## src/rtl/alu_pkg.sv

```systemverilog
`default_nettype none
// ============================================================================
// Module      : alu_pkg
// Description : ALU control codes, CCR flag bit indices and CCR width.
//               Build macro ALU_OVF_FLAG_EN widens the CCR to carry V.
// Revision    : 1.0 - initial release
// ============================================================================
package alu_pkg;

    localparam logic [3:0] ALU_NOP  = 4'b0000;
    localparam logic [3:0] ALU_ADD  = 4'b0010;
    localparam logic [3:0] ALU_SUB  = 4'b0011;
    localparam logic [3:0] ALU_AND  = 4'b0100;
    localparam logic [3:0] ALU_OR   = 4'b0101;
    localparam logic [3:0] ALU_RLC  = 4'b0110;
    localparam logic [3:0] ALU_RRC  = 4'b0111;
    localparam logic [3:0] ALU_SETC = 4'b1000;
    localparam logic [3:0] ALU_CLRC = 4'b1001;
    localparam logic [3:0] ALU_NOT  = 4'b1010;
    localparam logic [3:0] ALU_NEG  = 4'b1011;
    localparam logic [3:0] ALU_INC  = 4'b1100;
    localparam logic [3:0] ALU_DEC  = 4'b1101;

    localparam int FLG_Z = 0;
    localparam int FLG_N = 1;
    localparam int FLG_C = 2;
    localparam int FLG_V = 3;

`ifdef ALU_OVF_FLAG_EN
    localparam int CCR_W = 4;
`else
    localparam int CCR_W = 3;
`endif

endpackage
`default_nettype wire

```

## src/rtl/alu_datapath.sv

```systemverilog
`default_nettype none
// ============================================================================
// Module      : alu_datapath
// Description : Combinational ALU core: result, carry/borrow out and signed
//               overflow for the 4-bit ALU control code.
// Revision    : 1.0 - initial release
// ============================================================================
module alu_datapath
    import alu_pkg::*;
#(
    parameter int WIDTH = 8
) (
    input  logic [3:0]       alu_ctrl,
    input  logic [WIDTH-1:0] op_a,
    input  logic [WIDTH-1:0] op_b,
    input  logic             carry_in,
    output logic [WIDTH-1:0] result,
    output logic             carry_out,
    output logic             ovf
);

    localparam logic [WIDTH-1:0] C_ONE = WIDTH'(1);

    logic [WIDTH-1:0] w_x;
    logic [WIDTH-1:0] w_y;
    logic             w_sub;
    logic [WIDTH:0]   w_ext;
    logic [WIDTH-1:0] w_sum;
    logic             w_ovf_add;
    logic             w_ovf_sub;

    // All add/subtract style ops share one WIDTH+1 bit adder.
    always_comb begin
        w_x   = op_a;
        w_y   = op_b;
        w_sub = 1'b0;
        case (alu_ctrl)
            ALU_SUB: w_sub = 1'b1;
            ALU_NEG: begin w_x = '0;   w_sub = 1'b1; end
            ALU_INC: begin w_x = op_b; w_y = C_ONE; end
            ALU_DEC: begin w_x = op_b; w_y = C_ONE; w_sub = 1'b1; end
            default: ;
        endcase
    end

    assign w_ext     = w_sub ? ({1'b0, w_x} - {1'b0, w_y}) : ({1'b0, w_x} + {1'b0, w_y});
    assign w_sum     = w_ext[WIDTH-1:0];
    assign w_ovf_add = (w_x[WIDTH-1] == w_y[WIDTH-1]) && (w_sum[WIDTH-1] != w_x[WIDTH-1]);
    assign w_ovf_sub = (w_x[WIDTH-1] != w_y[WIDTH-1]) && (w_sum[WIDTH-1] != w_x[WIDTH-1]);

    always_comb begin
        result    = '0;
        carry_out = carry_in;
        ovf       = 1'b0;
        case (alu_ctrl)
            ALU_NOP: result = op_b;
            ALU_ADD, ALU_INC: begin
                result    = w_sum;
                carry_out = w_ext[WIDTH];
                ovf       = w_ovf_add;
            end
            ALU_SUB, ALU_NEG, ALU_DEC: begin
                result    = w_sum;
                carry_out = w_ext[WIDTH];
                ovf       = w_ovf_sub;
            end
            ALU_AND: result = op_a & op_b;
            ALU_OR:  result = op_a | op_b;
            ALU_RLC: begin
                result    = {op_b[WIDTH-2:0], carry_in};
                carry_out = op_b[WIDTH-1];
            end
            ALU_RRC: begin
                result    = {carry_in, op_b[WIDTH-1:1]};
                carry_out = op_b[0];
            end
            ALU_SETC: begin result = op_b; carry_out = 1'b1; end
            ALU_CLRC: begin result = op_b; carry_out = 1'b0; end
            ALU_NOT:  result = ~op_b;
            default: ;
        endcase
    end

endmodule
`default_nettype wire

```

## src/rtl/alu_exec_ccr.sv

```systemverilog
`default_nettype none
// ============================================================================
// Module      : alu_exec_ccr
// Description : Execute-stage ALU with registered CCR and interrupt shadow.
//               Define ALU_OVF_FLAG_EN to add the V flag at bit 3.
// Revision    : 1.0 - initial release
// ============================================================================
module alu_exec_ccr
    import alu_pkg::*;
#(
    parameter int WIDTH = 8
) (
    input  logic             clk,
    input  logic             rst,
    input  logic             en,
    input  logic [3:0]       alu_ctrl,
    input  logic [WIDTH-1:0] op_a,
    input  logic [WIDTH-1:0] op_b,
    input  logic             flag_we,
    input  logic [CCR_W-1:0] flag_clr,
    input  logic             ccr_save,
    input  logic             ccr_restore,
    output logic [WIDTH-1:0] result,
    output logic [CCR_W-1:0] flags,
    output logic [CCR_W-1:0] flags_nxt
);

    logic [CCR_W-1:0] ccr_q;
    logic [CCR_W-1:0] ccr_d;
    logic [CCR_W-1:0] shadow_q;
    logic [CCR_W-1:0] shadow_d;
    logic [CCR_W-1:0] w_op_flags;
    logic [CCR_W-1:0] w_flags_nxt;
    logic             w_carry_out;
    logic             w_ovf;
    logic             w_upd_zn;
    logic             w_upd_c;
    logic             w_upd_v;

    alu_datapath #(
        .WIDTH (WIDTH)
    ) u_datapath (
        .alu_ctrl  (alu_ctrl),
        .op_a      (op_a),
        .op_b      (op_b),
        .carry_in  (ccr_q[FLG_C]),
        .result    (result),
        .carry_out (w_carry_out),
        .ovf       (w_ovf)
    );

    always_comb begin
        w_upd_zn = 1'b0;
        w_upd_c  = 1'b0;
        w_upd_v  = 1'b0;
        case (alu_ctrl)
            ALU_ADD, ALU_SUB, ALU_NEG, ALU_INC, ALU_DEC: begin
                w_upd_zn = 1'b1;
                w_upd_c  = 1'b1;
                w_upd_v  = 1'b1;
            end
            ALU_RLC, ALU_RRC: begin
                w_upd_zn = 1'b1;
                w_upd_c  = 1'b1;
            end
            ALU_AND, ALU_OR, ALU_NOT: w_upd_zn = 1'b1;
            default: ;
        endcase
    end

`ifndef ALU_OVF_FLAG_EN
    logic w_unused_ovf;
    assign w_unused_ovf = w_ovf | w_upd_v;
`endif

    // Restore wins outright; flag_clr only trims a freshly computed value.
    always_comb begin
        w_op_flags = ccr_q;
        if (flag_we) begin
            if (w_upd_zn) begin
                w_op_flags[FLG_Z] = (result == '0);
                w_op_flags[FLG_N] = result[WIDTH-1];
            end
            if (w_upd_c) begin
                w_op_flags[FLG_C] = w_carry_out;
            end
`ifdef ALU_OVF_FLAG_EN
            if (w_upd_v) begin
                w_op_flags[FLG_V] = w_ovf;
            end
`endif
        end
        if ((alu_ctrl == ALU_SETC) || (alu_ctrl == ALU_CLRC)) begin
            w_op_flags[FLG_C] = w_carry_out;
        end
        w_flags_nxt = ccr_restore ? shadow_q : (w_op_flags & ~flag_clr);
        ccr_d       = en ? w_flags_nxt : ccr_q;
        shadow_d    = (en && ccr_save) ? ccr_q : shadow_q;
    end

    always_ff @(posedge clk) begin
        if (rst) begin
            ccr_q    <= '0;
            shadow_q <= '0;
        end else begin
            ccr_q    <= ccr_d;
            shadow_q <= shadow_d;
        end
    end

    assign flags     = ccr_q;
    assign flags_nxt = w_flags_nxt;

endmodule
`default_nettype wire

```

## config.mk

```make
export PLATFORM = sky130hd
export DESIGN_NAME = alu_exec_ccr
export DESIGN_NICKNAME = d
export VERILOG_FILES = /design/src/rtl/alu_pkg.sv /design/src/rtl/alu_datapath.sv /design/src/rtl/alu_exec_ccr.sv
export SDC_FILE = /design/constraint.sdc
export NUM_CORES = 1
export LEC_CHECK = 0
export CAP_MARGIN = 5
export CORE_MARGIN = 5
export CORE_UTILIZATION = 46
export DETAILED_ROUTE_END_ITERATION = 12
export PLACE_DENSITY_LB_ADDON = 0.1
export SYNTH_ARGS = -nofsm -noshare
export SYNTH_HDL_FRONTEND = slang
export SYNTH_SLANG_ARGS = --single-unit
```

## constraint.sdc

```tcl
create_clock -name clk -period 3.3 [get_ports clk]
set_input_delay 0.33 -clock clk [delete_from_list [all_inputs] [get_ports clk]]
set_output_delay 0.33 -clock clk [all_outputs]
set_load 0.03 [all_outputs]
```

=== Yosys cells after proc, flatten, opt, wreduce, memory -nomap -nowiden ===
Cells that the tools add are included.

* Register bits after elaboration: 6
* Latch bits: 0
* RAM bits: 0
* Bits in read-only memories: 0
* Input port bits: 29
* Memories: 0

* $add $sub $neg: 2
* Multipliers: 0
* Div/mod/pow operators: 0
* $lt $le $gt $ge: 0
* Eq/ne operators: 12
* Shift operators: 0
* Multiplexer cells: 13
* Bitwise logic cells: 5
* Reductions and logical operators: 10

{| class="wikitable"
|+ Operators by type and width
! kind !! number
|-
| 8-bit case mux with 7 select lines || 1
|-
| 4-bit == test, second input constant || 6
|-
| 4-bit by 3-bit == test with 1-bit output, second input constant || 4
|-
| 8-bit case mux with 2 select lines || 1
|-
| 10-bit OR reduction || 1
|-
| 8-bit by 8-bit adder with 9-bit output || 1
|-
| 9-bit two-way mux || 1
|-
| 8-bit by 8-bit subtractor with 9-bit output || 1
|-
| 8-bit bitwise AND || 1
|-
| 4-bit by 2-bit == test with 1-bit output, second input constant || 2
|-
| 8-bit logical NOT || 1
|-
| 8-bit two-way mux || 1
|-
| 8-bit NOT || 1
|-
| 8-bit OR || 1
|-
| 7-bit OR reduction || 1
|-
| 3-bit two-way mux || 2
|-
| 3-bit OR reduction || 2
|-
| 1-bit two-way mux || 5
|-
| 1-bit case mux with 5 select lines || 1
|-
| 5-bit OR reduction || 1
|-
| 4-bit logical NOT || 1
|-
| 3-bit bitwise AND || 1
|-
| 3-bit NOT || 1
|-
| 2-bit two-way mux || 1
|-
| 3 further kinds || 3
|}

=== Depth between registers and ports, before layout ===
Gate-level depths: netlist of run 1.

* Depth after elaboration: 12
* Mapped depth: 17
* Gate-level depth less buffers: 15

=== By module ===
From an unflattened synthesis of run 1, not the netlist that was laid out.

* Cells, all modules: 294
* Area, all modules: 1944.4 µm²

{| class="wikitable"
|+ By module, submodules not included
! module !! times used !! cells each !! area an instance (µm²) !! sequential area each (µm²)
|-
| alu_datapath || 1 || 243 || 1547.7 || 0.0
|-
| alu_exec_ccr || 1 || 51 || 396.6 || 120.1
|}

=== Least setup slack after synthesis of run 1 ===
OpenSTA, ideal clock, no wires.

* Path type: input to output
* Start point: in alu_ctrl[1]
* End point: out flags_nxt[0]
* Arrival: 3.357 ns
* Required time: 2.970 ns
* Path slack: -0.387 ns
* Cell stages on the path: 16
* Buffers on the path: 2
* Path through: buf_2 buf_1 nor2_1 nand2_1 nand2_1 a21oi_1 a31oi_1 and2_1 fa_1 nand2b_1 a21oi_1 xnor2_1 o221ai_1 nor4_1 nand4b_1 nand2_1

* Cells in the longest elaborated chain, start to end: 11
* Elaborated cells on any way between the ends: 31
* Classes of those cells: add/sub (2); eq/ne (12); mux (9); bitwise (1); reduce/logical (7)

{| class="wikitable"
|+ RTL lines
! item !! line !! source
|-
| from (decl) || alu_exec_ccr.sv:16 || <nowiki>input logic [3:0] alu_ctrl,</nowiki>
|-
| 4-bit == test || - ||
|-
| 2-bit OR reduction (no source line) || - ||
|-
| 8-bit case mux with 2 select lines or 8-bit two-way mux (tied branches) || alu_datapath.sv:37 || <nowiki>case (alu_ctrl)</nowiki>
|-
| 8-bit by 8-bit adder with 9-bit output or 8-bit by 8-bit subtractor with 9-bit output (tied branches) || alu_datapath.sv:46 || <nowiki>assign w_ext = w_sub ? ({1'b0, w_x} - {1'b0, w_y}) : ({1'b0, w_x} + {1'b0, w_y});</nowiki>
|-
| 9-bit two-way mux || alu_datapath.sv:46 ||
|-
| 8-bit case mux with 7 select lines * || alu_datapath.sv:55 || <nowiki>case (alu_ctrl)</nowiki>
|-
| via result[4] || alu_exec_ccr.sv:23 || <nowiki>output logic [WIDTH-1:0] result,</nowiki>
|-
| 8-bit logical NOT * || alu_exec_ccr.sv:81 || <nowiki>w_op_flags[FLG_Z] = (result == '0);</nowiki>
|-
| 2-bit two-way mux * || alu_exec_ccr.sv:80 || <nowiki>if (w_upd_zn) begin</nowiki>
|-
| 3-bit two-way mux * || alu_exec_ccr.sv:79 || <nowiki>if (flag_we) begin</nowiki>
|-
| 3-bit bitwise AND * || alu_exec_ccr.sv:96 || <nowiki>w_flags_nxt = ccr_restore ? shadow_q : (w_op_flags & ~flag_clr);</nowiki>
|-
| 3-bit two-way mux * || alu_exec_ccr.sv:96 ||
|-
| to (decl) || alu_exec_ccr.sv:25 || <nowiki>output logic [CCR_W-1:0] flags_nxt</nowiki>
|}

Mark *: on every way through the listed nets, which the timed path passes. The rest lies on a longest branch.

=== Final worst setup path of run 1 ===
* Start point: in op_b[2]
* End point: out flags_nxt[2]

* Cells in the longest elaborated chain, start to end: 9
* Elaborated cells on any way between the ends: 11
* Classes of those cells: add/sub (2); mux (8); bitwise (1)

{| class="wikitable"
|+ RTL lines
! item !! line !! source
|-
| from (decl) || alu_exec_ccr.sv:18 || <nowiki>input logic [WIDTH-1:0] op_b,</nowiki>
|-
| 8-bit case mux with 2 select lines or 8-bit two-way mux (tied branches) || alu_datapath.sv:37 ||
|-
| 8-bit by 8-bit adder with 9-bit output or 8-bit by 8-bit subtractor with 9-bit output (tied branches) || alu_datapath.sv:46 ||
|-
| 9-bit two-way mux * || alu_datapath.sv:46 ||
|-
| 1-bit case mux with 5 select lines * || alu_datapath.sv:55 ||
|-
| 1-bit two-way mux || alu_exec_ccr.sv:84 || <nowiki>if (w_upd_c) begin</nowiki>
|-
| 3-bit two-way mux || alu_exec_ccr.sv:79 ||
|-
| 1-bit two-way mux * || alu_exec_ccr.sv:93 || <nowiki>if ((alu_ctrl == ALU_SETC) || (alu_ctrl == ALU_CLRC)) begin</nowiki>
|-
| 3-bit bitwise AND * || alu_exec_ccr.sv:96 ||
|-
| 3-bit two-way mux * || alu_exec_ccr.sv:96 ||
|}

Every way passes the cells marked *; elsewhere a longest branch is shown, timed or not.

==> results of run 1 <==
[worst max-delay path: cells and delay by family]
kind                     cells  cell delay [ps]
AO/OA/AOI/OAI                5              950
AND/OR/NAND/NOR              4             1130
buffers and inverters        3              340
adder cells (fa/ha/maj)      1              330
multiplexers                 1              310
[layout by cell type (no fill, tap or decap), types with 4 or more instances in the layout]
cell / count
ha_1: 4
a22oi_1: 5
dfxtp_1: 6
nand2_1: 28
o21ai_1: 4
inv_1: 8
a21oi_1: 19
buf_6: 14
o211ai_1: 11
clkdlybuf4s50_1: 21
buf_4: 86
o21a_1: 4
nand2b_1: 8
nand3_1: 8
o21ai_0: 12
a21oi_2: 4
nor2_1: 13
a22o_1: 6
[flip-flops by register name (all words and copies together) (netlist names)]
name and count:
shadow_q 3, flags 3
[power by group]
part | internal, mW | total [mW] | switching (mW)
combinational | 0.334 | 0.673 | 0.339
clock | 0.0783 | 0.109 | 0.0308
sequential | 0.0759 | 0.0791 | 0.00311
[timing repair]
action	4_1_cts	5_1_grt
buffers inserted	13	9
endpoints found under the setup margin	13	9
gates resized for setup	72	35
pin swaps	21	28
[cell families (layout without fill, tap and decap cells)]
kind of cell,count (synthesis),in the layout,synth area share [%]
flops,6,6,6.714
xor+xnor,3,3,1.469
simple gates,99,99,29.72
mux,7,7,4.196
fa+ha+maj,9,9,6.714
compound gates,109,109,42.80
buf+inv,34,143,8.391
[worst paths after layout]
| path | from | end | slack, ps | cells after the start |
|---|---|---|---|---|
| max reg2reg | flags[2] | flags[0] | 1380 | 8 |
| max | op_b[2] | flags_nxt[2] | -430 | 14 |
| min | shadow_q[1] | shadow_q[1] | 460 | 2 |
| min reg2reg | shadow_q[1] | shadow_q[1] | 460 | 2 |
[through the flow]
stage / hold WS (ps) / TNS, ps / instances / utilization, % / setup WS, ps
final: 458.8 / -1762 / 424 / 84.44 / -429.1
after global routing: 485.3 / -2734 / 424 / 84.44 / -528.5
after CTS: 463.1 / -1143 / 415 / 79.93 / -370.1
after detailed placement: 455.4 / -6908 / 399 / 72.59 / -830.5
after global placement: 444.5 / -6345 / 399 / 72.59 / -801.7
after floorplan: 399.1 / -12.35 / 267 / - / -12.35
[final cells by class]
class / instances / area [um^2] / share of cell area [%]
Timing Repair Buffer: 130 / 1092 / 34.81
Sequential cell: 6 / 120.1 / 3.828
Clock buffer: 3 / 41.29 / 1.316
Multi-Input combinational cell: 227 / 1784 / 56.86
Inverter: 10 / 40.04 / 1.276
Tap cell: 48 / 60.06 / 1.914
[routing by layer]
metal / global-route usage, % / up-vias
li1: - / 1250
met4: 10.44 / 0
met1: 34.38 / 1271
met2: 48.03 / 182
met3: 2.216 / 39
met5: 0 / -
==> impl_results.md, run 1 <==
- Outcome: complete, but fails checks
- Violated checks: setup timing
- Hold/Removal Path Class: flip-flop to flip-flop
- Area leader, netlist: nand2_1
- Vias per cell: ~6.5
- Vias in the first global route: 2514
- Largest net degree at the start of global routing: 32
- Post-DP Area: around 0.0027 mm^2
- Via count: between 2k and 3k
- Ports: 43
- CTS buffer count: 3
- Core Rows: 22
- M1 WL: 3.059 mm
- Measured slew at the worst slew-check pin: ~440 ps
- Post-cts hold buffer count: 0
- Post-synthesis cell count: around 270
- Starting Density: approximately 48%
- CP most frequent cell: buf_6
- DRC viols: 0
- Fin. Hold Viols: 0
- Starting DRT DRC Count: about 250
- Max-slew violation count: 0
- Pwr dens: 274.4 mW/mm^2
- Mapped Nets: ~310
- CP Launch Type: primary input
- GPL Wtd Cong: between 0.9 and 1
- Max Freq: ~270 MHz
- Fin area: around 0.0031 mm^2
- Met3 WL post-DR: 635 um
- Chip width: 72.37 um
- Fillers: roughly 240
- First-pass GRT wire length: 11.70 mm
- Crit-path max cell delay: ~400 ps
- Top post-synthesis cells by area: nand2_1 (6.9%), a21oi_1 (6.7%), dfxtp_1 (6.7%), ha_1 (5.6%), o21ai_0 (4.8%)
- H-tree depth: 1
- Fin crit share: 113.0%
- Port bufs: 42
- TritonCTS clock tree: done
- Metal2 WL: between 3 and 4 mm
- CP required: around 3000 ps
- CTS Sinks: 6
- Crit-path max FO: 2
- Area grow syn2layout: 75.38%
- Synth Flop Type: dfxtp_1
- Wire per inst: 18.49 um
- N_diodes: 0
- Nets: 416
- Share of cells above drive strength 1: a little over two fifths
- Clock Path Buffers: 2
- Number of routed nets with antenna violations: 0
- Core area: 0.003716 mm^2
- Tmin final: 3729 ps
- Detailed Route WL: approximately 7.8 mm
- Arrival time at the worst endpoint: 3400 ps
- HPWL after DPL: 5.336 mm
- Total power: 0.8612 mW
- Die Height: between 70 and 80 um
- Seq/Total Area, Yosys: around 6.7%
- Post-route setup slack: -429.1 ps
- Max VDD drop: 0.3077 mV
- Leak Pwr: 1.314 nW
- Ys async rst share: 0%
- Die area: around 0.0052 mm^2
- Drt pass-1 iters: 9
- Final setup viols: 8
- Unrepaired setup endpoints after global routing: yes
- Most numerous cell in the Yosys netlist: nand2_1
- Most instantiated cells after synthesis: nand2_1 (33), a21oi_1 (24), o21ai_0 (17), nor2_1 (15), clkbuf_1 (12)
- Worst relative slew slack: between 70% and 80%
- Clock insertion delay at the later pin of the skew report: 220 ps
- Reg clk slew, reported paths: ~40 ps
- CP max-delay cell: or3_4
- Initial antenna violation count: 0
- GR Overflow Total: 0
- Syn Std Cell Area: 0.001789 mm^2
- Average size of a mapped cell: approximately 6.7 um^2
- Crit end category: output port
- Max layer used: met4
- Clock root cell: clkbuf_8
- EDFF count, synth: 0
- # Max-Cap Violations: 0
- GRT Total Usage: a little over a quarter
- Setup CP Type: primary input to output port
- Synth top area share: under 10%
- #FFs+latches synth: 6
- Clock Skew: between 2 and 2.5 ps
- CP cell instances: buf_6 -> or3_4 -> or3_4 -> o21a_1 -> o211ai_1 -> ha_2 -> or2_4 -> buf_6 -> o311ai_4 -> a21oi_2 -> mux2_4 -> a211o_1 -> nand2_4 -> buf_6
- Synth unique cells: 65
- Yosys warnings: 0
Note: power is estimated with default switching activity, not from simulation.
==> run 2, diff against run 1 <==
--- a/config.mk
+++ b/config.mk
@@ -5,6 +5,7 @@
 export SDC_FILE = /design/constraint.sdc
 export NUM_CORES = 1
 export LEC_CHECK = 0
+export ABC_CLOCK_PERIOD_IN_PS = 3300
 export CAP_MARGIN = 5
 export CORE_MARGIN = 5
 export CORE_UTILIZATION = 46
==> results of run 2 <==
The final DEF is identical to that of run 1; final timing and power are the same.
==> run 3, diff against run 2 <==
--- a/config.mk
+++ b/config.mk
@@ -10,6 +10,7 @@
 export CORE_MARGIN = 5
 export CORE_UTILIZATION = 46
 export DETAILED_ROUTE_END_ITERATION = 12
+export HOLD_SLACK_MARGIN = 0.12
 export PLACE_DENSITY_LB_ADDON = 0.1
 export SYNTH_ARGS = -nofsm -noshare
 export SYNTH_HDL_FRONTEND = slang
==> results of run 3 <==
The final DEF is identical to that of run 1; final timing and power are the same.
